<file path="src/rtl/sram_wr_sched.sv">
// Write-port scheduler for the 4R3W register-file SRAM: round-robin maps up to four
// requesters onto three registered write ports, and owns a clear engine that zeroes the array.
module sram_wr_sched #(
    parameter int SRAM_DEPTH = 32,
    parameter int SRAM_INDEX = 5,
    parameter int SRAM_WIDTH = 32
) (
    input  logic                    clk,
    input  logic                    reset,
    input  logic [3:0]              req_valid_i,
    input  logic [4*SRAM_INDEX-1:0] req_addr_i,
    input  logic [4*SRAM_WIDTH-1:0] req_data_i,
    output logic [3:0]              req_ready_o,
    input  logic                    init_i,
    output logic                    init_busy_o,
    output logic                    init_done_o,
    output logic [SRAM_INDEX-1:0]   addr0wr_o,
    output logic [SRAM_INDEX-1:0]   addr1wr_o,
    output logic [SRAM_INDEX-1:0]   addr2wr_o,
    output logic                    we0_o,
    output logic                    we1_o,
    output logic                    we2_o,
    output logic [SRAM_WIDTH-1:0]   data0wr_o,
    output logic [SRAM_WIDTH-1:0]   data1wr_o,
    output logic [SRAM_WIDTH-1:0]   data2wr_o
);

    localparam int CW = SRAM_INDEX + 2;

    typedef enum logic {
        IDLE,
        CLEAR
    } state_t;

    state_t state, state_next;
    logic [1:0]            ptr, ptr_next;
    logic [CW-1:0]         cnt, cnt_next;

    logic [SRAM_INDEX-1:0] req_addr [4];
    logic [SRAM_WIDTH-1:0] req_data [4];

    logic                  arb_en;
    logic [3:0]            grant;
    logic [2:0]            port_vld;
    logic [1:0]            port_sel  [3];
    logic [SRAM_INDEX-1:0] port_addr [3];
    logic [1:0]            last_idx;

    logic [2:0]            we_q, we_next;
    logic [SRAM_INDEX-1:0] addr_q [3];
    logic [SRAM_INDEX-1:0] addr_next [3];
    logic [SRAM_WIDTH-1:0] data_q [3];
    logic [SRAM_WIDTH-1:0] data_next [3];
    logic                  done_q, done_next;

    always_comb begin
        for (int r = 0; r < 4; r++) begin
            req_addr[r] = req_addr_i[r*SRAM_INDEX +: SRAM_INDEX];
            req_data[r] = req_data_i[r*SRAM_WIDTH +: SRAM_WIDTH];
        end
    end

    // Grants are withheld while clearing, under reset, and in the cycle init is taken.
    assign arb_en = (state == IDLE) && !init_i && !reset;

    // Round-robin scan from ptr; the k-th winner lands on port k, duplicate addresses wait.
    always_comb begin
        logic [1:0] r;
        logic       hit;
        logic [1:0] n_grant;
        grant    = '0;
        port_vld = '0;
        last_idx = ptr;
        n_grant  = '0;
        r        = '0;
        hit      = 1'b0;
        for (int k = 0; k < 3; k++) begin
            port_sel[k]  = '0;
            port_addr[k] = '0;
        end
        for (int i = 0; i < 4; i++) begin
            r   = ptr + 2'(i);
            hit = 1'b0;
            for (int k = 0; k < 3; k++) begin
                if (port_vld[k] && port_addr[k] == req_addr[r]) begin
                    hit = 1'b1;
                end
            end
            if (arb_en && req_valid_i[r] && n_grant < 2'd3 && !hit) begin
                grant[r]           = 1'b1;
                port_vld[n_grant]  = 1'b1;
                port_sel[n_grant]  = r;
                port_addr[n_grant] = req_addr[r];
                last_idx           = r;
                n_grant            = n_grant + 2'd1;
            end
        end
    end

    assign req_ready_o = grant;

    always_comb begin
        logic [CW-1:0] clr_addr;
        state_next = state;
        cnt_next   = cnt;
        ptr_next   = ptr;
        we_next    = '0;
        done_next  = 1'b0;
        clr_addr   = '0;
        for (int k = 0; k < 3; k++) begin
            addr_next[k] = addr_q[k];
            data_next[k] = data_q[k];
        end
        case (state)
            IDLE: begin
                if (init_i) begin
                    state_next = CLEAR;
                    cnt_next   = '0;
                end else begin
                    for (int k = 0; k < 3; k++) begin
                        if (port_vld[k]) begin
                            we_next[k]   = 1'b1;
                            addr_next[k] = port_addr[k];
                            data_next[k] = req_data[port_sel[k]];
                        end
                    end
                    if (|grant) begin
                        ptr_next = last_idx + 2'd1;
                    end
                end
            end
            CLEAR: begin
                // Three consecutive entries per cycle; entries past the array end are masked.
                for (int k = 0; k < 3; k++) begin
                    clr_addr = cnt + CW'(k);
                    if (clr_addr < CW'(SRAM_DEPTH)) begin
                        we_next[k]   = 1'b1;
                        addr_next[k] = clr_addr[SRAM_INDEX-1:0];
                        data_next[k] = '0;
                    end
                end
                cnt_next = cnt + CW'(3);
                if (cnt + CW'(3) >= CW'(SRAM_DEPTH)) begin
                    state_next = IDLE;
                    done_next  = 1'b1;
                end
            end
            default: begin
                state_next = IDLE;
            end
        endcase
    end

    always_ff @(posedge clk) begin
        if (reset) begin
            state   <= IDLE;
            ptr     <= '0;
            cnt     <= '0;
            we_q    <= '0;
            done_q  <= 1'b0;
            for (int k = 0; k < 3; k++) begin
                addr_q[k] <= '0;
                data_q[k] <= '0;
            end
        end else begin
            state   <= state_next;
            ptr     <= ptr_next;
            cnt     <= cnt_next;
            we_q    <= we_next;
            done_q  <= done_next;
            for (int k = 0; k < 3; k++) begin
                addr_q[k] <= addr_next[k];
                data_q[k] <= data_next[k];
            end
        end
    end

    assign init_busy_o = (state == CLEAR);
    assign init_done_o = done_q;
    assign we0_o       = we_q[0];
    assign we1_o       = we_q[1];
    assign we2_o       = we_q[2];
    assign addr0wr_o   = addr_q[0];
    assign addr1wr_o   = addr_q[1];
    assign addr2wr_o   = addr_q[2];
    assign data0wr_o   = data_q[0];
    assign data1wr_o   = data_q[1];
    assign data2wr_o   = data_q[2];

endmodule

</file>
<file path="config.mk">
export PLATFORM = sky130hd
export DESIGN_NAME = sram_wr_sched
export DESIGN_NICKNAME = d
export VERILOG_FILES = /design/src/rtl/sram_wr_sched.sv
export SDC_FILE = /design/constraint.sdc
export NUM_CORES = 1
export LEC_CHECK = 0
export ABC_AREA = 1
export CORE_UTILIZATION = 45
export DETAILED_ROUTE_END_ITERATION = 10
export PLACE_DENSITY = 0.75
export SLEW_MARGIN = 20
export SYNTH_ARGS = -nofsm -noshare
export SYNTH_HDL_FRONTEND = slang
export SYNTH_SLANG_ARGS = --single-unit
</file>
<file path="constraint.sdc">
create_clock -name clk -period 7.9 [get_ports clk]
set_clock_uncertainty 0.15 [all_clocks]
set_input_delay 0.79 -clock clk [delete_from_list [all_inputs] [get_ports clk]]
set_output_delay 0.79 -clock clk [all_outputs]
set_load 0.05 [all_outputs]
</file>
After elaboration in Yosys (flattened, before gate mapping)
Memory sizes are Yosys's and may differ from the RTL's.
Cells that the tools add are included.
{"block": "op_classes", "n_reduce_logical": 37, "n_lt_le_gt_ge": 34, "n_addsub": 9, "bitwise": 24, "n_eq_ne": 8, "muxes": 129}
{"cell": "32-bit 2-to-1 mux", "count": 15}
{"cell": "32-bit binary-select mux with 2-bit select", "count": 3}
{"cell": "96-bit one-hot mux with 2 select lines", "count": 1}
{"cell": "5-bit 2-to-1 mux", "count": 21}
{"cell": "96-bit 2-to-1 mux", "count": 1}
{"cell": "15-bit 2-to-1 mux", "count": 4}
{"cell": "15-bit bitwise mux", "count": 3}
{"cell": "5-bit binary-select mux with 2-bit select", "count": 4}
{"cell": "5-bit == test", "count": 7}
{"cell": "1-bit 2-to-1 mux", "count": 32}
{"cell": "5-bit demux with 2-bit select", "count": 3}
{"cell": "3-bit greater-or-equal comparator, second input constant", "count": 10}
{"cell": "2-bit inverter with 3-bit output", "count": 10}
{"cell": "15-bit one-hot mux with 2 select lines", "count": 1}
{"cell": "1-bit logical AND", "count": 29}
{"cell": "2-bit by 3-bit < comparator with 1-bit output, second input constant", "count": 7}
{"cell": "7-bit by 6-bit < comparator with 1-bit output, second input constant", "count": 3}
{"cell": "6-bit bitwise mux", "count": 3}
{"cell": "2-bit 2-to-1 mux", "count": 9}
{"cell": "6-bit 2-to-1 mux", "count": 3}
{"cell": "4-bit 2-to-1 mux", "count": 4}
{"cell": "7-bit by 2-bit adder with 7-bit output, second input constant", "count": 2}
{"cell": "1-bit demux with 2-bit select", "count": 7}
{"cell": "2-bit by 1-bit greater-or-equal comparator with 1-bit output, second input constant", "count": 7}
{"cell": "23 further kinds", "count": 52}
{"block": "word_totals", "ram_bits": 111, "n_memories": 2, "word_cells": 248, "register_bits": 14, "out_inout_bits": 120, "inputBits": 155}
{"name": "data_q", "depth": 3, "width": 32, "rd": 3, "rd_clocked_by_memory_dff": 0, "wr": 3, "line_no": "52", "text": "logic [SRAM_WIDTH-1:0] data_q [3];"}
{"name": "addr_q", "depth": 3, "width": 5, "rd": 3, "rd_clocked_by_memory_dff": 0, "wr": 3, "line_no": "50", "text": "logic [SRAM_INDEX-1:0] addr_q [3];"}

Longest topological paths before layout
Gate-level depths: netlist of the first run.
{"block": "depth", "word_depth": 36, "ltp_mapped": 38, "depth_no_buf": 33}

Worst setup path before layout of the first run
OpenSTA, ideal clock, no wires.
{"block": "synth_path", "path_kind": "flip-flop to output port", "start": "register ptr[1]", "end": "output port req_ready_o[1]", "t_arrival_ns": 5.241, "path_stages_with_launch": 26, "setup_slack_ns": 1.719, "path_cell_list": "dfxtp_1 inv_1 buf_2 buf_2 ha_1 inv_2 buf_2 nor2_1 nor3_4 buf_6 nand2_1 inv_1 ha_1 inv_1 o221ai_1 a31oi_1 nand3_2 buf_6 nor2_1 inv_1 o21ai_0 nor2_1 nor2_8 nand3_4 buf_12 o21bai_1"}
{"block": "synth_between", "elab_chain_cells": 27, "word_cells_on_any_way": 128}
{"element": "start, declared", "line_no": "36", "text": "logic [1:0] ptr, ptr_next;"}
{"element": "start signal, assigned", "line_no": "167", "text": "ptr <= ptr_next;"}
{"element": "branches (longest 26 deep; another with 2-bit by 1-bit adder with 2-bit output)"}
{"element": "4-bit 2-to-1 mux (*)", "line_no": "89", "text": "if (arb_en && req_valid_i[r] && n_grant < 2'd3 && !hit) begin"}
{"element": "end, declared", "line_no": "13", "text": "output logic [3:0] req_ready_o,"}
Every way passes the cells marked *. The select of a mux whose other input is x is not followed.

Worst setup path in the final report of the first run
{"block": "layout_path", "start": "register ptr[1]", "end": "output port req_ready_o[0]"}
Same word-level chain as after synthesis.

==> results.json, run 1 <==
{
  "htreeDepth": 4,
  "core_area_um2": 22900,
  "synth_ff_type": "dfxtp_1",
  "setup_viol": 0,
  "synth_top_family_by_area": "simple AND/OR/NAND/NOR gates",
  "critical-path-max-stage-delay_ns": 0.73,
  "r2r_slack_ns": 1.20,
  "wl_um": 46900,
  "gp_congestion": 0.944,
  "final_common_cell": "nand2_1",
  "critPathMaxFanout": 27,
  "r2r_end": "data_q[0][7]$_SDFFE_PP0P_",
  "cts_tree": "built",
  "die-area_um2": 24200,
  "cts_buffers": 17,
  "num_vias": 14000,
  "synth_compound_area_share_pct": 8.36,
  "synth-seq-area-share_pct": 23.5,
  "synth_nets": 2000,
  "cp_common_cell": "inv_1",
  "hp-start": "data_q[0][10]$_SDFFE_PP0P_",
  "grt_setup_unrepaired": "false",
  "viasPerCell": 5.90,
  "cts_sinks": 125,
  "crit_path_end_kind": "output port",
  "grt_pass1_wl_um": 71300,
  "synth-simple-area-share_pct": 55.3,
  "die_y_um": 156,
  "worstHoldPathType": "reg2reg",
  "synthCells": 1831,
  "grt_pass1_vias": 12600,
  "track_usage_pct": 37.8,
  "syn_area_per_cell_um2": 5.80,
  "yosys.area.top_type": "nand3_1",
  "yosys-top-cells-area": "nand3_1, dfxtp_1, nand2_1",
  "synthMuxAreaShare_pct": 0,
  "min_path_cells": 2,
  "path_class": "reg2out",
  "worst_slack_ns": 0.952,
  "period_share_pct": 87.9,
  "worst_slew_pin_slew_ns": 1.11,
  "io_buffer_count": 274,
  "place_ws_ns": 1.15,
  "cp_data_arrival_time_ns": 6.01,
  "synth-async-reset-ratio_pct": 0,
  "hold_viol": 0,
  "ys_seq_elements": 125,
  "clkSlewWorstSetupHoldPaths_ns": 0.06,
  "post-route-drc-count": 0,
  "min_to": "data_q[0][10]$_SDFFE_PP0P_",
  "r2r_cells": 29,
  "dp_hpwl_um": 33100,
  "fillCellCount": 2251,
  "cp_slowest_cell": "dfxtp_1",
  "cellPowerDensity_nw_per_um2": 267,
  "ys_types": 45,
  "antenna_left": 0,
  "synth_edf_count": 0,
  "synth_xor_xnor_area_share_pct": 1.06,
  "ir_worst_vdd_mv": 0.179,
  "die_x_um": 156,
  "drive_gt1_share_pct": 6.15,
  "ioPinCount": 275,
  "finalNetCount": 2205,
  "hold_buffers": 0,
  "slew_viol_final": 0,
  "post-cts-setup-buffers": 0,
  "synth_area_um2": 10600,
  "rr_startpoint": "ptr[1]$_SDFFE_PP0P_",
  "relSlewSlack_pct": 25.7,
  "syn_to_final_growth_pct": 31.3,
  "wire_per_inst_um": 19.8,
  "clock.fmax_mhz": 144,
  "first_pass_iters": 6,
  "mostFrequentLayoutCells": "nand2_1, nand3_1, clkdlybuf4s50_1",
  "grt_overflow_total": 0,
  "cts_root_buf": "clkbuf_16",
  "rows": 55,
  "antenna_found_initial": 3,
  "fin_crit_ns": 6.95,
  "path_cells": "inv_1 > ha_1 > inv_2 > nor2_1 > nor3_4 > nand2_1 > inv_1 > ha_1 > inv_1 > o221ai_1 > a31oi_1 > nand3_2 > buf_4 > nor2_1 > inv_1 > o21ai_0 > nor2_1 > nor2_8 > nand3_4 > buf_4 > inv_1 > nand2_1 > nand2_1 > buf_12",
  "cts_resized": 0,
  "clk_latency_ns": 0.43,
  "p_leak_nw": 6.18,
  "dr.first_iter.drc_count": 1727,
  "status": "finished clean",
  "fin_setup_tns_ns": 0,
  "yosys.area.top_type_share_pct": 24.9,
  "maxCapViolCount": 0,
  "start_util_pct": 46.4,
  "yosysWarnings": 0,
  "startpoint_type": "flop",
  "crit_required_ns": 6.96,
  "synth_fa_ha_area_share_pct": 1.65,
  "clockBufferDepth": 2,
  "grt_max_degree": 64
}
-- area by class of cell --
class,count,area [um2],area share [%]
antenna,3,7.51,0.0538
multi-input combinational,1485,7060,50.6
sequential,125,2500,17.9
inverter,101,379,2.72
timing repair buffer,306,3030,21.7
tap,313,392,2.81
clock inverter,14,145,1.04
clock buffer,18,439,3.15
-- layer usage --
metal | up-vias | wire (um) | track usage [%]
li1 | 6538 | - | -
met1 | 6344 | 18100 | 46.5
met2 | 909 | 21600 | 63.0
met3 | 157 | 5020 | 7.78
met4 | 2 | 2130 | 18.2
met5 | - | 14 | 0
-- worst max-delay path: cells and delay by family (launching register included) --
| kind | cells | cell delay (ns) |
|---|---|---|
| adders and majority gates | 2 | 0.61 |
| DFF | 1 | 0.73 |
| and+or+nand+nor | 10 | 1.96 |
| AOI/OAI and AO/OA | 3 | 0.50 |
| buffers and inverters | 9 | 1.76 |
-- cells by family (layout without fill, tap and decap cells) --
logic type | after synthesis | in the layout
xor gates and xnor gates | 12 | 12
and+or+nand+nor | 1299 | 1299
adders and majority gates | 14 | 14
buffers and inverters | 221 | 439
AOI/OAI and AO/OA | 160 | 160
other | 0 | 3
DFF | 125 | 125
-- report_power, final --
| group | total, W | switching [W] | internal [W] |
|---|---|---|---|
| Clock | 0.000801 | 0.000348 | 0.000453 |
| Combinational | 0.00213 | 0.00148 | 0.000652 |
| Sequential | 0.000790 | 0.0000784 | 0.000712 |
| Total | 0.00372 | 0.00191 | 0.00182 |
-- worst max path at each step --
stage | from | slack [ns] | end | depth (start not counted)
finish | ptr[1]$_SDFFE_PP0P_ | 0.95 | req_ready_o[0] | 24
global route | ptr[1]$_SDFFE_PP0P_ | 0.40 | req_ready_o[0] | 28
CTS | ptr[1]$_SDFFE_PP0P_ | 1.06 | req_ready_o[0] | 24
detailed placement | init_i | 1.15 | data_q[0][30]$_SDFFE_PP0P_ | 33
global placement | init_i | 1.32 | data_q[0][13]$_SDFFE_PP0P_ | 33
floorplan | ptr[1]$_SDFFE_PP0P_ | 1.72 | req_ready_o[1] | 25
-- stage by stage --
| stage | instance area [um2] | cells | hold WS, ns | total power (W) | util (%) |
|---|---|---|---|---|---|
| 5_1_grt | 14000 | 2363 | 0.315 | 0.00393 | 60.9 |
| 2_1_floorplan | 10600 | 1831 | 0.322 | 0.00225 | - |
| 4_1_cts | 13900 | 2362 | 0.304 | 0.00369 | 60.9 |
| 3_3_place_gp | 13400 | 2330 | 0.287 | 0.00288 | 58.3 |
| 3_5_place_dp | 13400 | 2330 | 0.290 | 0.00288 | 58.3 |
| 6_report | 14000 | 2365 | 0.302 | 0.00372 | 60.9 |
-- cell usage after synthesis, types with 11 or more instances --
cell,n
nand4_1,27
o21ai_1,18
nand3_1,528
nand2_1,639
clkbuf_1,28
a21oi_1,70
buf_2,55
dfxtp_1,125
inv_2,11
nor2_1,56
inv_1,88
o21ai_0,41
ha_1,14
buf_4,23
-- flip-flops by register name (all words and copies together), names as in the netlist --
register,flops
cnt,7
ptr,2
addr_q,15
we_q,3
init_busy_o,1
data_q,96
init_done_o,1
Note: power is estimated with default switching activity, not from simulation.
==> inputs of run 2 (changes only) <==
- CTS_CLUSTER_DIAMETER: default -> 80
- SLEW_MARGIN: 20 -> default
- TNS_END_PERCENT: default -> 100
==> results of run 2 <==
Final layout, timing and power as in run 1 (identical DEF).
==> edit, RTL diff (config.mk and constraints of run 1) <==
Change the parameter `SRAM_INDEX` from 5 to 4.
--- a/src/rtl/sram_wr_sched.sv
+++ b/src/rtl/sram_wr_sched.sv
@@ -4,3 +4,3 @@
     parameter int SRAM_DEPTH = 32,
-    parameter int SRAM_INDEX = 5,
+    parameter int SRAM_INDEX = 4,
     parameter int SRAM_WIDTH = 32
Ports: changed (resized addr0wr_o, addr1wr_o, addr2wr_o and req_addr_i); port bits go from 275 to 268. The function was not compared with the original's and may differ.
==> edit against run 1 <==
  * Final area decreased by 6.2%
  * Combinational power is 18% lower
  * First-iteration DRC count rose by 0.35%
  * Synthesized area shrank 6.8%
  * Sequential cell count is 4 lower
  * Register-to-register slack gained 0.10 ns
  * Worst setup slack got worse by 0.33 ns
  * Count of clock-buffer cells in the layout did not move
  * Wire length is 11% lower
  * Total power down 12%
==> edit: results (changes against run 1) <==
.. list-table::
   :header-rows: 1

   * - Metric
     - Value
   * - Post-Synth XOR/XNOR Area
     - 0.2652% (-0.79 points)
   * - Antenna violations before repair
     - 2 (-1)
   * - Post-Route WL
     - 41.74 mm (-11%)
   * - Top cell family by delay on the critical path
     - buffers and inverters
   * - Slowest-stage cell, CP
     - clkdlybuf4s50_1
   * - Crit path largest cell delay
     - 0.84 ns (+0.11 ns)
   * - Dpl ws
     - 0.8225 ns (-0.3297 ns)
   * - Overall track demand over capacity in global routing
     - 36.31% (-1.5 points)
   * - First-pass iteration count of the detailed router
     - 7 (+1)
   * - Weighted congestion at the end of routability-driven global placement
     - 0.9248 (-2.0%)
   * - Fraction of synthesized area in multiplexers
     - 0.2020% (+0.20 points)
   * - Result of the run
     - completed
   * - First-pass GRT wire length
     - 64.11 mm (-10%)
   * - Share of synthesized area occupied by flip-flops and latches
     - 24.44% (+0.90 points)
   * - Filler Cell Count
     - 2077 (-7.7%)
   * - Pin count of the biggest net entering global routing
     - 78 (+22%)
   * - Fraction of layout cells with a size suffix above 1
     - 6.569% (+0.42 points)
   * - Maximum fanout encountered on the critical timing path
     - 23 (-15%)
   * - Synth Area in Compound Gates
     - 9.823% (+1.5 points)
   * - Number of post-CTS setup repair buffers
     - 0 (unchanged)
   * - Most used flip-flop cell after synthesis
     - dfxtp_1
   * - Data arrival time of the worst path
     - 6.33 ns (+0.32 ns)
   * - Library cells used by synthesis
     - 48 (+6.7%)
   * - Largest registers
     - data_q x96, addr_q x12, cnt x6
   * - Number of vias per cell after detailed routing
     - 5.950 (+0.87%)
   * - Count of input and output buffers
     - 267 (-2.6%)
   * - Maximum vdd ir drop
     - 166.4 uV (-7.1%)
   * - Number of buffers added by the clock tree synthesis step
     - 17 (unchanged)
   * - Type of the worst min-delay path
     - flop to flop
   * - CTS Root Cell
     - clkbuf_16
   * - Post-synthesis adder-cell area fraction
     - 1.768% (+0.12 points)
   * - Violation count after the first detailed-routing iteration
     - 1733 (+0.35%)
   * - Vias in the first global route
     - 11870 (-5.7%)
   * - Slew headroom
     - 28.08% (+2.4 points)
   * - Net count of the finished layout
     - 2055 (-6.8%)
   * - Post-detail-place hpwl
     - 28.03 mm (-15%)
   * - Syn Nets
     - 1865 (-6.8%)
   * - Leakage dissipation
     - 5.554 nW (-10%)
   * - Dominant cells by area after synthesis
     - nand3_1 (26%), dfxtp_1 (24%), nand2_1 (21%)
   * - Leading post-synthesis cells by instance count
     - nand2_1 (550), nand3_1 (506), dfxtp_1 (121)
edit: path summary, 6_finish.rpt:
path	from	to	slack (ns)	cells past startpoint
setup / recovery	ptr[1]$_SDFFE_PP0P_	req_ready_o[1]	0.63	27
hold / removal	data_q[0][19]$_SDFFE_PP0P_	data_q[0][19]$_SDFFE_PP0P_	0.30	2
setup reg to reg	ptr[1]$_SDFFE_PP0P_	data_q[0][0]$_SDFFE_PP0P_	1.30	31
hold reg to reg	data_q[0][19]$_SDFFE_PP0P_	data_q[0][19]$_SDFFE_PP0P_	0.30	2
edit: cell families (layout without fill, tap and decap cells):
| logic type | after synthesis | in the layout |
|---|---|---|
| buffers and inverters | 224 | 427 |
| xor gates and xnor gates | 3 | 3 |
| muxes | 2 | 2 |
| other | 0 | 2 |
| adders and majority gates | 14 | 14 |
| DFF | 121 | 121 |
| AOI/OAI and AO/OA | 173 | 173 |
| and+or+nand+nor | 1163 | 1163 |
edit: layer usage:
layer / global-route usage, % / part of all wire [%]
met1: 47.04 / 39
met2: 57.30 / 45
met3: 6.939 / 12
met4: 18.23 / 4.2
met5: 0 / 0
edit: power by group:
group          switching [W]  internal [W]  leakage, nW
Clock               0.000333      0.000473        0.282
Sequential         0.0000466      0.000684        0.985
Combinational        0.00121      0.000543         4.29
Total                0.00159       0.00170         5.55
edit: layout make-up:
type | count | share of cell area, %
diodes | 2 | 0.03824
clock buffers | 18 | 3.279
well taps | 275 | 2.629
repair buffers | 294 | 22.12
multi-input cells | 1355 | 49.25
inverters | 101 | 2.935
clock inverters | 14 | 1.243
flip-flops and latches | 121 | 18.51
edit: per-stage QoR:
step                power (W)  area [sq um]  cells
global placement     0.002437         12490   2146
CTS                  0.003251         13080   2178
global route         0.003455         13090   2180
finish               0.003285         13090   2180
detailed placement   0.002448         12490   2146
floorplan            0.001922          9910   1700
